--- config.mk ---
export PLATFORM = sky130hd
export DESIGN_NAME = note_sequencer
export DESIGN_NICKNAME = d
export VERILOG_FILES = /design/src/rtl/note_pkg.sv /design/src/rtl/note_fifo.sv /design/src/rtl/note_sequencer.sv
export SDC_FILE = /design/constraint.sdc
export NUM_CORES = 1
export LEC_CHECK = 0
export BUFFER_PORTS_ARGS = -buffer_cell sky130_fd_sc_hd__buf_2
export CAP_MARGIN = 30
export CELL_PAD_IN_SITES_DETAIL_PLACEMENT = 0
export CELL_PAD_IN_SITES_GLOBAL_PLACEMENT = 1
export CORE_ASPECT_RATIO = 1.5
export CORE_UTILIZATION = 45
export CTS_CLUSTER_DIAMETER = 50
export CTS_CLUSTER_SIZE = 28
export DETAILED_ROUTE_END_ITERATION = 8
export GPL_ROUTABILITY_DRIVEN = 0
export HOLD_SLACK_MARGIN = 0.02
export PLACE_DENSITY_LB_ADDON = 0.3
export REMOVE_ABC_BUFFERS = 1
export SYNTH_ARGS = -nofsm -noshare
export SYNTH_HDL_FRONTEND = slang
export SYNTH_SLANG_ARGS = --single-unit
--- constraint.sdc ---
create_clock -name CLOCK_50 -period 8.2 [get_ports CLOCK_50]
set_input_delay 0.41 -clock CLOCK_50 [delete_from_list [all_inputs] [get_ports CLOCK_50]]
set_output_delay 0.41 -clock CLOCK_50 [all_outputs]
set_load 0.05 [all_outputs]
--- src/rtl/note_pkg.sv ---
// Shared types for the note sequencer: FSM states, rest codes and the FIFO record.
// Build option NOTE_SEQ_GAP_EN adds the GAP state between notes.
package note_pkg;

    localparam logic [4:0] REST_LO = 5'd30;
    localparam logic [4:0] REST_HI = 5'd31;
    localparam int         EVT_W   = 13;

    typedef struct packed {
        logic [4:0] note;
        logic [7:0] dur;
    } note_evt_t;

`ifdef NOTE_SEQ_GAP_EN
    typedef enum logic [1:0] {IDLE, PLAY, GAP} seq_state_t;
`else
    typedef enum logic [1:0] {IDLE, PLAY} seq_state_t;
`endif

    function automatic logic is_rest(input logic [4:0] n);
        return (n == REST_LO) || (n == REST_HI);
    endfunction

    // A zero duration still plays for one tick.
    function automatic logic [7:0] eff_dur(input logic [7:0] d);
        return (d == 8'd0) ? 8'd1 : d;
    endfunction

endpackage

--- src/rtl/note_fifo.sv ---
// Synchronous show-ahead FIFO with occupancy count; clear beats push and pop.
module note_fifo #(
    parameter int DEPTH = 8,
    parameter int WIDTH = 13
) (
    input  logic                     clk,
    input  logic                     rst_n,
    input  logic                     push,
    input  logic                     pop,
    input  logic                     clear,
    input  logic [WIDTH-1:0]         wdata,
    output logic [WIDTH-1:0]         rdata,
    output logic [$clog2(DEPTH):0]   fill,
    output logic                     full,
    output logic                     empty
);

    localparam int             AW       = $clog2(DEPTH);
    localparam logic [AW:0]    FULL_CNT = DEPTH[AW:0];

    logic [WIDTH-1:0] mem [DEPTH];
    logic [AW-1:0]    wr_ptr;
    logic [AW-1:0]    rd_ptr;
    logic             do_push;
    logic             do_pop;

    assign full    = (fill == FULL_CNT);
    assign empty   = (fill == '0);
    assign do_push = push && !full && !clear;
    assign do_pop  = pop && !empty && !clear;
    assign rdata   = mem[rd_ptr];

    // Pointers are log2(DEPTH) wide, so they wrap modulo DEPTH on their own.
    always_ff @(posedge clk or negedge rst_n) begin
        if (!rst_n) begin
            wr_ptr <= '0;
            rd_ptr <= '0;
            fill   <= '0;
        end else if (clear) begin
            wr_ptr <= '0;
            rd_ptr <= '0;
            fill   <= '0;
        end else begin
            if (do_push) wr_ptr <= wr_ptr + 1'b1;
            if (do_pop)  rd_ptr <= rd_ptr + 1'b1;
            case ({do_push, do_pop})
                2'b10:   fill <= fill + 1'b1;
                2'b01:   fill <= fill - 1'b1;
                default: fill <= fill;
            endcase
        end
    end

    always_ff @(posedge clk) begin
        if (do_push) mem[wr_ptr] <= wdata;
    end

endmodule

--- src/rtl/note_sequencer.sv ---
// Plays queued {note, dur} events as one-hot pitch codes, one tick = TICK_DIV clocks.
// Build option NOTE_SEQ_GAP_EN inserts GAP_TICKS silent ticks after every note.
module note_sequencer
    import note_pkg::*;
#(
    parameter int DEPTH     = 8,
    parameter int TICK_DIV  = 2500000,
    parameter int GAP_TICKS = 1
) (
    input  logic                     CLOCK_50,
    input  logic                     resetn,
    input  logic                     in_valid,
    input  logic [4:0]               in_note,
    input  logic [7:0]               in_dur,
    output logic                     in_ready,
    input  logic                     play_en,
    input  logic                     flush,
    output logic [31:0]              note_out,
    output logic                     note_active,
    output logic [$clog2(DEPTH):0]   fill
);

    localparam int            TW        = (TICK_DIV > 1) ? $clog2(TICK_DIV) : 1;
    localparam logic [TW-1:0] TICK_LAST = TW'(TICK_DIV - 1);

    if (DEPTH < 2 || DEPTH > 64 || (DEPTH & (DEPTH - 1)) != 0 || TICK_DIV < 1 || GAP_TICKS < 1)
    begin : g_bad_cfg
        $error("note_sequencer: unsupported DEPTH/TICK_DIV/GAP_TICKS");
    end

    seq_state_t      state, state_n;
    note_evt_t       head;
    logic            fifo_full;
    logic            fifo_empty;
    logic            pop;
    logic [4:0]      cur_note;
    logic [TW-1:0]   tick_cnt;
    logic [7:0]      dur_cnt;
    logic            tick_last;
    logic            dur_last;
    logic [31:0]     note_out_n;
    logic            active_n;

    assign in_ready  = !fifo_full && !flush;
    assign tick_last = (tick_cnt == TICK_LAST);
    assign dur_last  = (dur_cnt == 8'd1);

    note_fifo #(
        .DEPTH (DEPTH),
        .WIDTH (EVT_W)
    ) u_fifo (
        .clk   (CLOCK_50),
        .rst_n (resetn),
        .push  (in_valid && in_ready),
        .pop   (pop),
        .clear (flush),
        .wdata ({in_note, in_dur}),
        .rdata (head),
        .fill  (fill),
        .full  (fifo_full),
        .empty (fifo_empty)
    );

`ifdef NOTE_SEQ_GAP_EN
    localparam int            GW       = $clog2(GAP_TICKS + 1);
    localparam logic [GW-1:0] GAP_LAST = GW'(GAP_TICKS - 1);

    logic [GW-1:0] gap_cnt;
    logic          gap_last;

    assign gap_last = (gap_cnt == GAP_LAST);
`endif

    always_ff @(posedge CLOCK_50 or negedge resetn) begin
        if (!resetn) state <= IDLE;
        else         state <= state_n;
    end

    always_comb begin
        state_n    = state;
        pop        = 1'b0;
        note_out_n = '0;
        active_n   = 1'b0;
        if (!flush && play_en && state == PLAY && !is_rest(cur_note)) begin
            note_out_n = 32'd1 << cur_note;
            active_n   = 1'b1;
        end
        if (flush) begin
            state_n = IDLE;
        end else if (play_en) begin
            case (state)
                IDLE: begin
                    if (!fifo_empty) begin
                        pop     = 1'b1;
                        state_n = PLAY;
                    end
                end
                PLAY: begin
                    if (tick_last && dur_last) begin
`ifdef NOTE_SEQ_GAP_EN
                        state_n = GAP;
`else
                        // Chain straight into the next note so there is no silent cycle.
                        if (!fifo_empty) pop = 1'b1;
                        else             state_n = IDLE;
`endif
                    end
                end
`ifdef NOTE_SEQ_GAP_EN
                GAP: begin
                    if (tick_last && gap_last) begin
                        if (!fifo_empty) begin
                            pop     = 1'b1;
                            state_n = PLAY;
                        end else begin
                            state_n = IDLE;
                        end
                    end
                end
`endif
                default: state_n = IDLE;
            endcase
        end
    end

    // Counters only move while play_en is high, so a pause resumes with the remaining count.
    always_ff @(posedge CLOCK_50 or negedge resetn) begin
        if (!resetn) begin
            cur_note    <= '0;
            tick_cnt    <= '0;
            dur_cnt     <= '0;
            note_out    <= '0;
            note_active <= 1'b0;
`ifdef NOTE_SEQ_GAP_EN
            gap_cnt     <= '0;
`endif
        end else begin
            note_out    <= note_out_n;
            note_active <= active_n;
            if (flush) begin
                cur_note <= '0;
                tick_cnt <= '0;
                dur_cnt  <= '0;
            end else if (play_en) begin
                if (pop) begin
                    cur_note <= head.note;
                    dur_cnt  <= eff_dur(head.dur);
                    tick_cnt <= '0;
                end else if (state != IDLE) begin
                    if (tick_last) begin
                        tick_cnt <= '0;
                        if (state == PLAY) begin
                            dur_cnt <= dur_cnt - 1'b1;
`ifdef NOTE_SEQ_GAP_EN
                            gap_cnt <= '0;
                        end else begin
                            gap_cnt <= gap_cnt + 1'b1;
`endif
                        end
                    end else begin
                        tick_cnt <= tick_cnt + 1'b1;
                    end
                end
            end
        end
    end

endmodule
======== After elaboration in Yosys (flattened, before gate mapping) ========
Memory sizes are Yosys's and may differ from the RTL's.
Index checks and enable logic that the tools add are counted.
storage, ports and cells
  RAM bits ................................ 104
  bits in registers ....................... 80
  output and inout bits ................... 38
  logic and storage cells ................. 95
  input bits .............................. 18
  memories ................................ 1
operators by class
  add/subtract/negate cells ............... 6
  mux-type cells .......................... 36
  shift operators ......................... 1
  reduce and logical (&&, ||, !) cells .... 31
  eq/ne operators ......................... 11
memories
  memory      depth  width  read ports  clocked after memory_dff  wr ports  RTL line         RTL
  u_fifo.mem  8      13     1           0                         1         note_fifo.sv:21  logic [WIDTH-1:0] mem [DEPTH];
operators by type and width
  kind                     number
  $mux W22                 5
  $mux W8                  7
  $mux W32                 1
  $shl A1 B5 Y32 const A   1
  $add A22 B1 Y22 const B  1
  $eq A22 B22 Y1 const B   1
  $mux W5                  3
  $mux W3                  4
  $reduce_bool A3 Y1       4
  $eq A5 B5 Y1 const B     2
  $logic_and A1 B1 Y1      10
  $mux W2                  5
  $reduce_bool A2 Y1       5
  $eq A8 B1 Y1 const B     1
  $logic_not A8 Y1         1
  $pmux W4 S2              1
  $reduce_and A4 Y1        2
  $sub A8 B1 Y8 const B    1
  $mux W1                  7
  $add A3 B1 Y3 const B    2
  $ne A3 B3 Y1 const B     2
  $add A4 B1 Y4 const B    1
  $eq A2 B1 Y1 const B     2
  $eq A4 B4 Y1 const B     1
  other kinds (11)         15

======== Logic depth before layout (Yosys ltp) ========
Gate-level depths: netlist (run 1).
  depth after elaboration ................. 11
  gate-level depth with buffers ........... 15
  gate-level depth less buffers ........... 14

======== Hierarchy ========
Synthesis (run 1) repeated with hierarchy kept, for this count alone.
second synthesis, totals
  cells, all modules ...................... 547
  area total of the unflattened synthesis .. 7886.3 um^2
modules (own cells, without submodules)
  module          area an instance (um^2)  cells an instance  times used
  note_fifo       4609.4                   227                1
  note_sequencer  3276.9                   320                1

======== Least setup slack after synthesis (run 1) ========
OpenSTA, ideal clock, no wires.
  path type ............................... reg-to-reg
  start point ............................. register u_fifo.fill[1]
  end point ............................... memory u_fifo.mem[0][0], enable pin
  arrival time ............................ 3.053 ns
  stages on the path, launching flop included .. 6
  setup time .............................. 0.400 ns
  clock period less this slack ............ 3.453 ns
  setup slack ............................. 4.747 ns
  path buffers ............................ 0
  data required time ...................... 7.800 ns
  path through ............................ dfrtp_1 -> nor3_1 -> a21oi_1 -> and2_1 -> nand2b_1 -> nor3_1
between the ends
  word-level cells in the longest chain between the ends .. 8
ends and longest elaborated chain
  item                               RTL line              RTL
  from (decl)                        note_fifo.sv:13       output logic [$clog2(DEPTH):0] fill,
  from (signal assigned)             note_fifo.sv:47       2'b10: fill <= fill + 1'b1;
  from (signal assigned)             note_fifo.sv:48       2'b01: fill <= fill - 1'b1;
  from (signal assigned)             note_fifo.sv:49       default: fill <= fill;
  $eq A4 B4 Y1                       note_fifo.sv:27       assign full = (fill == FULL_CNT);
  $logic_not A1 Y1                   note_sequencer.sv:44  assign in_ready = !fifo_full && !flush;
  $logic_and A1 B1 Y1                note_sequencer.sv:44
  net in_ready                       note_sequencer.sv:15  output logic in_ready,
  $logic_and A1 B1 Y1                note_sequencer.sv:54  .push (in_valid && in_ready),
  $logic_and A1 B1 Y1 (2 in series)  note_fifo.sv:29       assign do_push = push && !full && !clear;
  $mux W1                            note_fifo.sv:55       if (do_push) mem[wr_ptr] <= wdata;
  $mux W1 (implied by the code)      note_fifo.sv:55
  to (decl)                          note_fifo.sv:21
The timed path passes the listed nets, and every way through them passes these cells.

======== Worst setup path after layout (run 1) ========
  start point ............................. register tick_cnt[6]
  end point ............................... register u_fifo.fill[2]
between the ends
  word-level cells in the longest chain between the ends .. 11
  elaborated cells between the ends (all ways) .. 13
ends and longest elaborated chain
  item                                                 RTL line               RTL
  from (decl)                                          note_sequencer.sv:37   logic [TW-1:0] tick_cnt;
  from (signal assigned)                               note_sequencer.sv:161  tick_cnt <= tick_cnt + 1'b1;
  $eq A22 B22 Y1 *                                     note_sequencer.sv:45   assign tick_last = (tick_cnt == TICK_LAST);
  $logic_and A1 B1 Y1 *                                note_sequencer.sv:99   if (tick_last && dur_last) begin
  $mux W1 *                                            note_sequencer.sv:99
  $pmux W1 S2 *                                        note_sequencer.sv:91   case (state)
  $mux W1 *                                            note_sequencer.sv:90   end else if (play_en) begin
  $mux W1 *                                            note_sequencer.sv:88   if (flush) begin
  $logic_and A1 B1 Y1 * (2 in series)                  note_fifo.sv:30        assign do_pop = pop && !empty && !clear;
  $eq A2 B1 Y1 / $eq A2 B2 Y1 (equally long branches)  note_fifo.sv:46        case ({do_push, do_pop})
  $pmux W4 S2                                          note_fifo.sv:46
  $mux W4                                              note_fifo.sv:39        end else if (clear) begin
Mark *: on every way between the ends. The rest lies on a longest branch, timed or not.
A chain may end at the register's enable or synchronous reset.

==> parameters.txt, run 1 <==
Parameter                              Value

Status
  Run status    complete, but fails checks
  Failing checks    design-rule violations

Critical path
  Critical Path End Type    flop
  Worst setup path class    reg2reg
  Crit Path Max Fanout    11
  CP required    8.48 ns
  Sort of element at the start of the critical path    flop
  Arrival time reported for the critical path endpoint    3.21 ns

Yosys
  Count of flip-flops with a built-in enable after synthesis    104
  Biggest area contributors in the synthesized netlist    sky130_fd_sc_hd__edfxtp_1 39%, sky130_fd_sc_hd__dfrtp_1 24%, sky130_fd_sc_hd__mux4_2 4.7%
  Syn. warnings    0
  Top FF cell, synth    sky130_fd_sc_hd__edfxtp_1
  Synth top area share    0.3865
  Number of distinct library cell variants in the gate-level netlist after synthesis    a little over 70
  Mean post-synth cell area    13.49 um2
  Ys async rst share    0.4317
  Number of flip-flops and latches in the synthesized netlist    183
  Mapped cell area    about 0.0081 mm2
  Sequential fraction of the synthesis area    0.6312
  Cell taking the most area after synthesis    sky130_fd_sc_hd__edfxtp_1
  Cells after Synth    about 600

Cells and area
  Final cell count without fillers    883
  Combined flip-flop and latch cell area    0.005100 mm2
  Multi-input combinational cell area    0.002788 mm2
  N_diodes    0
  Final layout net count    682
  Commonest cells after routing, fill and taps aside    104 x sky130_fd_sc_hd__edfxtp_1, 79 x sky130_fd_sc_hd__dfrtp_1, 74 x sky130_fd_sc_hd__nor2_1
  Area added between synthesis and finish    13.29%
  Fraction of layout instances using a drive strength above 1    0.2269
  Fillers    ~1500
  Most common library cell in the layout ignoring fill and taps    sky130_fd_sc_hd__edfxtp_1

Clock network
  CTS buffer count    17
  Setup fix buffers added after clock tree synthesis    0
  Clock latency on the worst-skew pair    about 0.43 ns
  Clock sinks    183
  Clock tree buffer depth    2
  Clk root buf    sky130_fd_sc_hd__clkbuf_16
  Clock tree from TritonCTS    yes
  CTS resizes    0
  Level count of the clock H-tree    4
  Register clock-pin slew on the reported worst setup and hold paths    about 0.070 ns

STA
  Max Fclk    roughly 340 MHz
  Worst Slack Setup Final    5.273 ns
  Final setup fails    0
  RSZ-0062 raised after global routing    false
  Final setup skew    between 0.015 and 0.02 ns
  Slew Limit Fails    0
  Slew @ Worst Pin    0.8996 ns
  Final hold slack    about 0.24 ns
  Setup Total Neg Slack    0 ns
  Final critical path time including I/O delays and setup    2.927 ns
  Fin crit share    0.3570
  Slew HR    0.3996
  Endpoints failing hold    0

Global route
  Total gr overflow    0
  First-pass GRT wire length    around 26000 um
  Number of global-route vias before repair    5152
  Pin count of the biggest net entering global routing    69
  Tot GR Track Use    0.1849
  Antenna violations before repair    0

Routing
  Vias per Instance    5.484
  Number of detailed-routing iterations run before antenna repair    6
  Routed wire length    15940 um
  Antenna-violating nets left    0
  Drt drc    6
  DR WL/cell    ~18 um
  Initial DRC Count    223
  Count of vias placed by the detailed router    approximately 4800

Floorplan
  Die area    0.01851 mm2
  Top-level port count    56
  Row count    59
  Die Width    between 100 and 150 um
  Y dimension of the die    166.1 um
  Effective utilization at floorplan    0.4618
  Core Area    0.01750 mm2

Power and ir drop
  Leakage power summed over all cells    roughly 3.5 nW
  Peak ir drop on the vdd network    0.0001641 V
  Power per Cell Area    274.2 mW/mm2

Placement
  Number of placed cells counting well taps    849
  DPL Wire Length    10780 um
  Port Buf Inserts    between 50 and 60
  Pre-CTS setup slack    5.284 ns

Hold path
  Hold crit path type    in2reg

Run
  Max Cap Violations    0
==> state kept, by name, indices dropped and copies added (netlist names) <==
register,count
u_fifo.mem,104
note_out,32
tick_cnt,22
dur_cnt,8
cur_note,5
u_fifo.fill,4
u_fifo.rd_ptr,3
u_fifo.wr_ptr,3
note_active,1
state,1
==> worst paths after layout <==
check | from | to | slack [ns] | depth (start not counted)
worst min register to register | u_fifo.wr_ptr[0] | u_fifo.wr_ptr[0] | 0.54 | 2
min in group asynchronous | resetn | u_fifo.wr_ptr[0] | 0.40 | 2
max in group asynchronous | resetn | state[0] | 7.21 | 3
worst max-delay path | tick_cnt[6] | u_fifo.fill[2] | 5.27 | 12
worst max register to register | tick_cnt[6] | u_fifo.fill[2] | 5.27 | 12
worst min-delay path | in_dur[4] | u_fifo.mem[2][4] | 0.24 | 1
==> final cells by class <==
cell class | instances | area share
Clock buffer | 17 | 0.04647
Tap cell | 213 | 0.02911
Clock inverter | 15 | 0.01668
Timing Repair Buffer | 63 | 0.04155
Multi-Input combinational cell | 381 | 0.3045
Sequential cell | 183 | 0.5571
Inverter | 11 | 0.004511
==> cell usage after synthesis (5+ instances only) <==
master and n:
sky130_fd_sc_hd__a211oi_1 6, sky130_fd_sc_hd__a21oi_1 14, sky130_fd_sc_hd__buf_2 5, sky130_fd_sc_hd__clkbuf_1 8, sky130_fd_sc_hd__dfrtp_1 79, sky130_fd_sc_hd__edfxtp_1 104, sky130_fd_sc_hd__ha_1 7, sky130_fd_sc_hd__inv_1 10
sky130_fd_sc_hd__mux2_2 7, sky130_fd_sc_hd__mux2i_1 31, sky130_fd_sc_hd__mux4_2 17, sky130_fd_sc_hd__nand2_1 47, sky130_fd_sc_hd__nand2b_1 8, sky130_fd_sc_hd__nand3_1 19, sky130_fd_sc_hd__nand4_1 8, sky130_fd_sc_hd__nor2_1 79
sky130_fd_sc_hd__nor3_1 13, sky130_fd_sc_hd__o211ai_1 6, sky130_fd_sc_hd__o21ai_0 14, sky130_fd_sc_hd__or3_1 5, sky130_fd_sc_hd__xnor2_1 9, sky130_fd_sc_hd__xor2_1 10
==> per-layer routing <==
layer	wire (um)	vias to the layer above	GRT usage
met5	0	-	0
met4	316	0	0.08696
met3	379	19	0.03540
met2	8795	77	0.3380
met1	6451	2407	0.2052
li1	-	2339	-
==> worst max-delay path, cell delays in order (launching register included) <==
cell,delay (ns)
sky130_fd_sc_hd__dfrtp_1,0.45
sky130_fd_sc_hd__nor4_4,0.41
sky130_fd_sc_hd__nand4_4,0.19
sky130_fd_sc_hd__o21ai_4,0.23
sky130_fd_sc_hd__nand2_2,0.21
sky130_fd_sc_hd__nor3_2,0.26
sky130_fd_sc_hd__ha_1,0.30
sky130_fd_sc_hd__inv_1,0.13
sky130_fd_sc_hd__nor3_1,0.06
sky130_fd_sc_hd__a221oi_1,0.23
sky130_fd_sc_hd__o211ai_1,0.13
sky130_fd_sc_hd__mux2i_1,0.14
sky130_fd_sc_hd__nor2_1,0.05
==> logic make-up after synthesis <==
kind of cell	count (synthesis)	share of synthesized area
other cells	1	0.0004641
fa+ha+maj	7	0.01084
flops	183	0.6312
buf+inv	36	0.02710
mux	56	0.09740
compound gates	72	0.06287
simple gates	225	0.1496
xor+xnor	19	0.02059
==> power breakdown <==
part           switching, mW  total, mW  internal, mW
sequential            0.0741       1.11          1.03
combinational          0.379      0.621         0.242
clock                  0.375      0.781         0.406
total                  0.828       2.51          1.68
==> through the flow <==
step,utilization,total power [mW],instance area [um2]
3_5_place_dp,0.4880,1.753,8538
6_report,0.5232,2.510,9154
5_1_grt,0.5232,2.645,9154
2_1_floorplan,-,1.582,7906
3_3_place_gp,0.4864,1.738,8511
4_1_cts,0.5216,2.540,9126
==> timing repair <==
| action | in CTS | in global routing |
|---|---|---|
| endpoints found under the hold margin | 11 | 0 |
| setup endpoints to repair | 0 | 0 |
| hold buffers | 1 | 0 |
No activity file was read; power rests on OpenSTA's default activity.
==> run 2: changes to the inputs <==
clock period = 2.65 ns   (was 8.2 ns; I/O delays follow)
==> run 2 against run 1 <==
  * The flow still finishes with violations (design-rule violations)
  * Worst hold slack got worse by 0.16 ns
  * Total power rose to 3.2 times the previous value
  * Worst setup slack worse by 5.2 ns
  * Fmax up 13%
  * Largest cell class unchanged
==> parameters.txt, run 2 (synthesized netlist as in run 1, its figures left out) <==
Parameter                              Value

Clock network
  CTS buffer count    17
  Register clock-pin slew on the reported worst setup and hold paths    0.08 ns
  Clock latency on the worst-skew pair    ~0.43 ns
  Clock sinks    about 180
  Level count of the clock H-tree    4
  Clock tree buffer depth    2
  Clk root buf    sky130_fd_sc_hd__clkbuf_16
  Clock tree from TritonCTS    yes
  Setup fix buffers added after clock tree synthesis    0

STA
  Slew @ Worst Pin    0.6945 ns
  Slew Limit Fails    0
  Final hold slack    0.07869 ns
  RSZ-0062 raised after global routing    true
  Worst Slack Setup Final    0.06369 ns
  Final setup fails    0
  Endpoints failing hold    0
  Final critical path time including I/O delays and setup    2.586 ns
  Max Fclk    386.7 MHz
  Final setup skew    0.01042 ns
  Slew HR    0.5360
  Fin crit share    0.9760

Global route
  Total gr overflow    0
  Antenna violations before repair    0
  First-pass GRT wire length    27280 um
  Pin count of the biggest net entering global routing    between 70 and 80
  Number of global-route vias before repair    5468
  Tot GR Track Use    0.1919

Routing
  Antenna-violating nets left    0
  Vias per Instance    5.534
  Number of detailed-routing iterations run before antenna repair    6
  DR WL/cell    17.97 um
  Drt drc    6
  Count of vias placed by the detailed router    slightly above 5000
  Initial DRC Count    190
  Routed wire length    16550 um

Placement
  Pre-CTS setup slack    -0.02529 ns
  Port Buf Inserts    55
  DPL Wire Length    about 11000 um

Power and ir drop
  Power per Cell Area    850.2 mW/mm2
  Leakage power summed over all cells    3.649 nW
  Peak ir drop on the vdd network    slightly below 0.0005 V

Critical path
  Reg-to-Reg Start    dur_cnt[1]
  Capturing instance or port of the critical path    u_fifo.fill[3]
  Critical Path End Type    flop
  Crit Path Max Fanout    3
  Critical path launch point    dur_cnt[1]
  Arrival time reported for the critical path endpoint    2.91 ns
  Capturing point of the worst reg2reg path    u_fifo.fill[3]
  Cell depth of the worst flop-to-flop path    12
  R2r setup slk    0.06 ns
  Worst setup path class    reg2reg
  Sort of element at the start of the critical path    flop
  CP required    2.97 ns

Run
  Max Cap Violations    0

Floorplan
  Row count    between 50 and 60
  Core Area    0.01750 mm2
  Die area    0.01851 mm2
  Effective utilization at floorplan    0.4618
  Top-level port count    56
  Y dimension of the die    166.1 um
  Die Width    111.4 um

Cells and area
  Register with the most flip-flops    u_fifo.mem
  Most common library cell in the layout ignoring fill and taps    sky130_fd_sc_hd__edfxtp_1
  N_diodes    0
  Top flop regs    u_fifo.mem: 104 flops, note_out: 32 flops, tick_cnt: 22 flops
  Flip-flop count of the largest register after layout    104
  Area added between synthesis and finish    17.87%
  Final layout net count    720
  Fraction of layout instances using a drive strength above 1    0.2444
  Commonest cells after routing, fill and taps aside    104 x sky130_fd_sc_hd__edfxtp_1, 79 x sky130_fd_sc_hd__nor2_1, 79 x sky130_fd_sc_hd__dfrtp_1
  Post-layout utilization of the core    0.5444
  Fillers    1446

Status
  Run status    complete, but fails checks
  Failing checks    design-rule violations

Hold path
  Hold crit path type    in2async
-- run 2: final cells by class --
| cell class | count | area, um2 | share of cell area |
|---|---|---|---|
| sequential | 183 | 5100 | 0.5355 |
| multi-input combinational | 381 | 2788 | 0.2927 |
| timing repair buffer | 101 | 705.7 | 0.07409 |
| clock buffer | 17 | 425.4 | 0.04467 |
| tap | 213 | 266.5 | 0.02798 |
| clock inverter | 15 | 197.7 | 0.02076 |
| inverter | 11 | 41.29 | 0.004335 |
-- run 2: worst min path at each step --
stage / startpoint / end / slack, ns / cells past startpoint
6_report: resetn / u_fifo.fill[1] / 0.08 / 2
5_1_grt: resetn / u_fifo.fill[2] / 0.09 / 2
4_1_cts: resetn / u_fifo.fill[1] / 0.06 / 2
3_5_place_dp: resetn / u_fifo.fill[0] / -0.03 / 1
3_3_place_gp: resetn / u_fifo.fill[0] / 0.34 / 1
2_1_floorplan: resetn / cur_note[0] / -0.16 / 0
-- run 2: per-stage QoR --
step	area [um2]	power [mW]	std cells	setup TNS (ns)
finish	9524	8.097	921	0
global route	9524	8.495	921	-0.1932
CTS	9524	8.174	921	0
detailed placement	8738	5.538	874	-0.02529
global placement	8711	5.470	873	0
floorplan	7906	4.895	575	-54.39
-- run 2: routing by layer --
metal | global-route usage | wire [um] | share of wire
met1 | 0.2086 | 6463 | 0.39
met2 | 0.3533 | 9125 | 0.55
met3 | 0.03431 | 510 | 0.031
met4 | 0.09929 | 447 | 0.027
met5 | 0 | 0 | 0
-- run 2: worst max-delay path, stage by stage (launching register included) --
cell	delay, ns
sky130_fd_sc_hd__dfrtp_1	0.39
sky130_fd_sc_hd__inv_1	0.09
sky130_fd_sc_hd__ha_1	0.15
sky130_fd_sc_hd__nor3b_4	0.23
sky130_fd_sc_hd__nand4_4	0.14
sky130_fd_sc_hd__o21ai_4	0.17
sky130_fd_sc_hd__nand2_2	0.09
sky130_fd_sc_hd__nor3_4	0.19
sky130_fd_sc_hd__ha_1	0.30
sky130_fd_sc_hd__a31oi_1	0.18
sky130_fd_sc_hd__nor2b_1	0.06
sky130_fd_sc_hd__mux2i_1	0.16
sky130_fd_sc_hd__mux2_2	0.34
-- run 2: repair_timing --
item | CTS | global route
pin swaps | 1 | 0
hold buffers | 15 | 0
hold endpoints to repair | 184 | 0
setup endpoints to repair | 2 | 2
gates resized for setup | 2 | 1
-- run 2: power breakdown --
part	switching (mW)	internal, mW
Clock	1.23	1.37
Combinational	1.22	0.851
Sequential	0.230	3.20
Total	2.68	5.42
==> run 3: changes to the inputs <==
==> constraint.sdc (replaced) <==
create_clock -name CLOCK_50 -period 2.65 [get_ports CLOCK_50]
set_input_delay 0.265 -clock CLOCK_50 [delete_from_list [all_inputs] [get_ports CLOCK_50]]
set_output_delay 0.265 -clock CLOCK_50 [all_outputs]
set_load 0.05 [all_outputs]
==> run 3 against run 2 <==
  * The flow still finishes with violations (design-rule violations)
  * Critical path depth increased by 2
  * Worst setup slack got worse by 0.031 ns
  * Critical endpoint is now u_fifo.fill[2]
  * Via count decreased by 1.4%
==> parameters.txt, run 3 (synthesized netlist as in run 1, its figures left out) <==
Parameter                              Value

Power and ir drop
  Peak ir drop on the vdd network    just under 0.0005 V
  Switching pwr    2.597 mW
  Power per Cell Area    849.7 mW/mm2
  Logic pwr share    0.267
  PnR Total Power    around 8 mW
  Cell-internal power    5.392 mW
  Switch share    0.3251
  Sequential cell fraction of total power    0.429
  Clock network power share    0.303
  Leakage power summed over all cells    3.587 nW

Critical path
  Worst setup path class    reg2reg
  Critical Path End Type    flop
  Most used cell, CP    sky130_fd_sc_hd__nor3_4
  R2r setup slk    0.03 ns
  Slowest cell on crit path    sky130_fd_sc_hd__dfrtp_1
  Reg-to-Reg Start    dur_cnt[1]
  Cell depth of the worst flop-to-flop path    14
  Critical path's largest stage delay    0.40 ns
  Sort of element at the start of the critical path    flop
  Arrival time reported for the critical path endpoint    2.93 ns
  Capturing point of the worst reg2reg path    u_fifo.fill[2]
  Crit Path Max Fanout    3
  Critical path launch point    dur_cnt[1]
  List of cells traversed by the critical path    inv_2, ha_4, nor3b_4, nand4_4, o21ai_4, nand2_2, nor3_4, xor2_1, ha_2, nor3_4, a221oi_2, o211ai_1, mux2i_1, nor2_1
  CP required    2.96 ns

Routing
  Number of detailed-routing iterations run before antenna repair    7
  Drt drc    6
  Count of vias placed by the detailed router    5027
  Routed wire length    16580 um
  Antenna-violating nets left    0
  Vias per Instance    5.524
  Initial DRC Count    258
  DR WL/cell    18.22 um

Hold path
  Hold crit path type    in2reg
  Startpoint of the most critical hold path    in_note[4]
  Hold Crit Depth    1
  Worst-case hold path end point    u_fifo.mem[1][12]

Clock network
  Clk root buf    sky130_fd_sc_hd__clkbuf_16
  Clock latency on the worst-skew pair    0.43 ns
  Register clock-pin slew on the reported worst setup and hold paths    0.07 ns
  Clock tree from TritonCTS    yes
  Clock sinks    183
  Clock tree buffer depth    2
  CTS buffer count    17
  Level count of the clock H-tree    4

Global route
  Pin count of the biggest net entering global routing    69
  Antenna violations before repair    0
  Total gr overflow    0
  First-pass GRT wire length    approximately 27000 um
  Tot GR Track Use    0.1876
  Number of global-route vias before repair    5203

STA
  Max Fclk    382.0 MHz
  Final setup skew    0.01235 ns
  Slew @ Worst Pin    ~0.9 ns
  Slew HR    0.3858
  Fin crit share    0.9878
  Final setup fails    0
  Slew Limit Fails    0
  RSZ-0062 raised after global routing    true
  Worst Slack Setup Final    about 0.032 ns
  Final critical path time including I/O delays and setup    2.618 ns
  Endpoints failing hold    0

Cells and area
  Most common library cell in the layout ignoring fill and taps    sky130_fd_sc_hd__edfxtp_1
  Top flop regs    u_fifo.mem: 104 flops, note_out: 32 flops, tick_cnt: 22 flops
  Fraction of layout instances using a drive strength above 1    0.2582
  Register with the most flip-flops    u_fifo.mem
  Final layout net count    709
  N_diodes    0
  Commonest cells after routing, fill and taps aside    104 x sky130_fd_sc_hd__edfxtp_1, 79 x sky130_fd_sc_hd__nor2_1, 79 x sky130_fd_sc_hd__dfrtp_1
  Fillers    roughly 1500
  Area added between synthesis and finish    16.35%
  Flip-flop count of the largest register after layout    between 100 and 150

Placement
  Port Buf Inserts    55
  Pre-CTS setup slack    -0.01847 ns
  DPL Wire Length    11240 um

Floorplan
  Die Width    around 110 um
  Effective utilization at floorplan    0.4618
  Die area    0.01851 mm2
  Core Area    0.01750 mm2
  Row count    just under 60
  Top-level port count    56
  Y dimension of the die    166.1 um

Status
  Failing checks    design-rule violations
  Run status    complete, but fails checks

Run
  Max Cap Violations    0
[run 3: cell types whose count changed in the layout (fill, tap and decap cells not counted), moves of 2 or more]
cell / change
sky130_fd_sc_hd__clkinv_8: -3
sky130_fd_sc_hd__dlygate4sd3_1: -14
sky130_fd_sc_hd__inv_6: +3
sky130_fd_sc_hd__ha_4: +2
sky130_fd_sc_hd__inv_8: -3
sky130_fd_sc_hd__ha_1: -3
sky130_fd_sc_hd__buf_4: +3
[run 3: cell type report]
class / instances / area (um2) / share of cell area
clock buffer: 20 / 467.9 / 0.04977
clock inverter: 12 / 105.1 / 0.01118
inverter: 11 / 41.29 / 0.004392
multi-input combinational: 381 / 2833 / 0.3013
sequential: 183 / 5100 / 0.5425
tap: 213 / 266.5 / 0.02835
timing repair buffer: 90 / 588.1 / 0.06255
[run 3: repair_timing]
item / 4_1_cts / 5_1_grt
hold buffers: 1 / 0
setup buffers: 0 / 2
pin swaps: 0 / 9
endpoints found under the hold margin: 79 / 0
cloned: 0 / 0
resized for setup: 1 / 10
setup endpoints to repair: 1 / 2
[run 3: how the worst max path moves through the flow]
| stage | cells past startpoint | end |
|---|---|---|
| floorplan | 5 | u_fifo.mem[0][0] |
| global placement | 14 | u_fifo.fill[2] |
| detailed placement | 14 | u_fifo.fill[2] |
| CTS | 14 | u_fifo.fill[2] |
| global route | 14 | u_fifo.fill[2] |
| finish | 14 | u_fifo.fill[2] |
[run 3: worst max-delay path, delay by kind of cell (launching register included)]
family | cells | cell delay, ns
xor+xnor | 1 | 0.18
flops | 1 | 0.40
fa+ha+maj | 2 | 0.36
mux | 1 | 0.17
simple gates | 6 | 0.75
buf+inv | 1 | 0.08
compound gates | 3 | 0.56
[run 3: through the flow]
step / instance area [um2] / instances / TNS, ns / util / hold WS (ns)
6_report: 9402 / 910 / 0 / 0.5374 / 0.09128
5_1_grt: 9402 / 910 / -0.1083 / 0.5374 / 0.09590
4_1_cts: 9335 / 908 / 0 / 0.5336 / 0.08163
3_5_place_dp: 8746 / 875 / -0.01847 / 0.4999 / 0.1316
3_3_place_gp: 8718 / 874 / 0 / 0.4983 / 0.4827
2_1_floorplan: 7906 / 575 / -54.39 / - / -0.03059
[run 3: routing by layer]
| layer | vias up | share of wire | global-route usage |
|---|---|---|---|
| met2 | 98 | 0.55 | 0.3446 |
| li1 | 2381 | - | - |
| met1 | 2518 | 0.40 | 0.2120 |
| met3 | 30 | 0.027 | 0.02847 |
| met5 | - | 0 | 0 |
| met4 | 0 | 0.026 | 0.08754 |
[run 3: power by group through the flow]
stage	Combinational (mW)	Sequential, mW	Clock [mW]
final	2.13	3.43	2.42
after global routing	2.34	3.46	2.60
after CTS	2.08	3.43	2.47
after detailed placement	2.06	3.48	0
after global placement	2.01	3.46	0
after floorplan	1.28	3.62	0
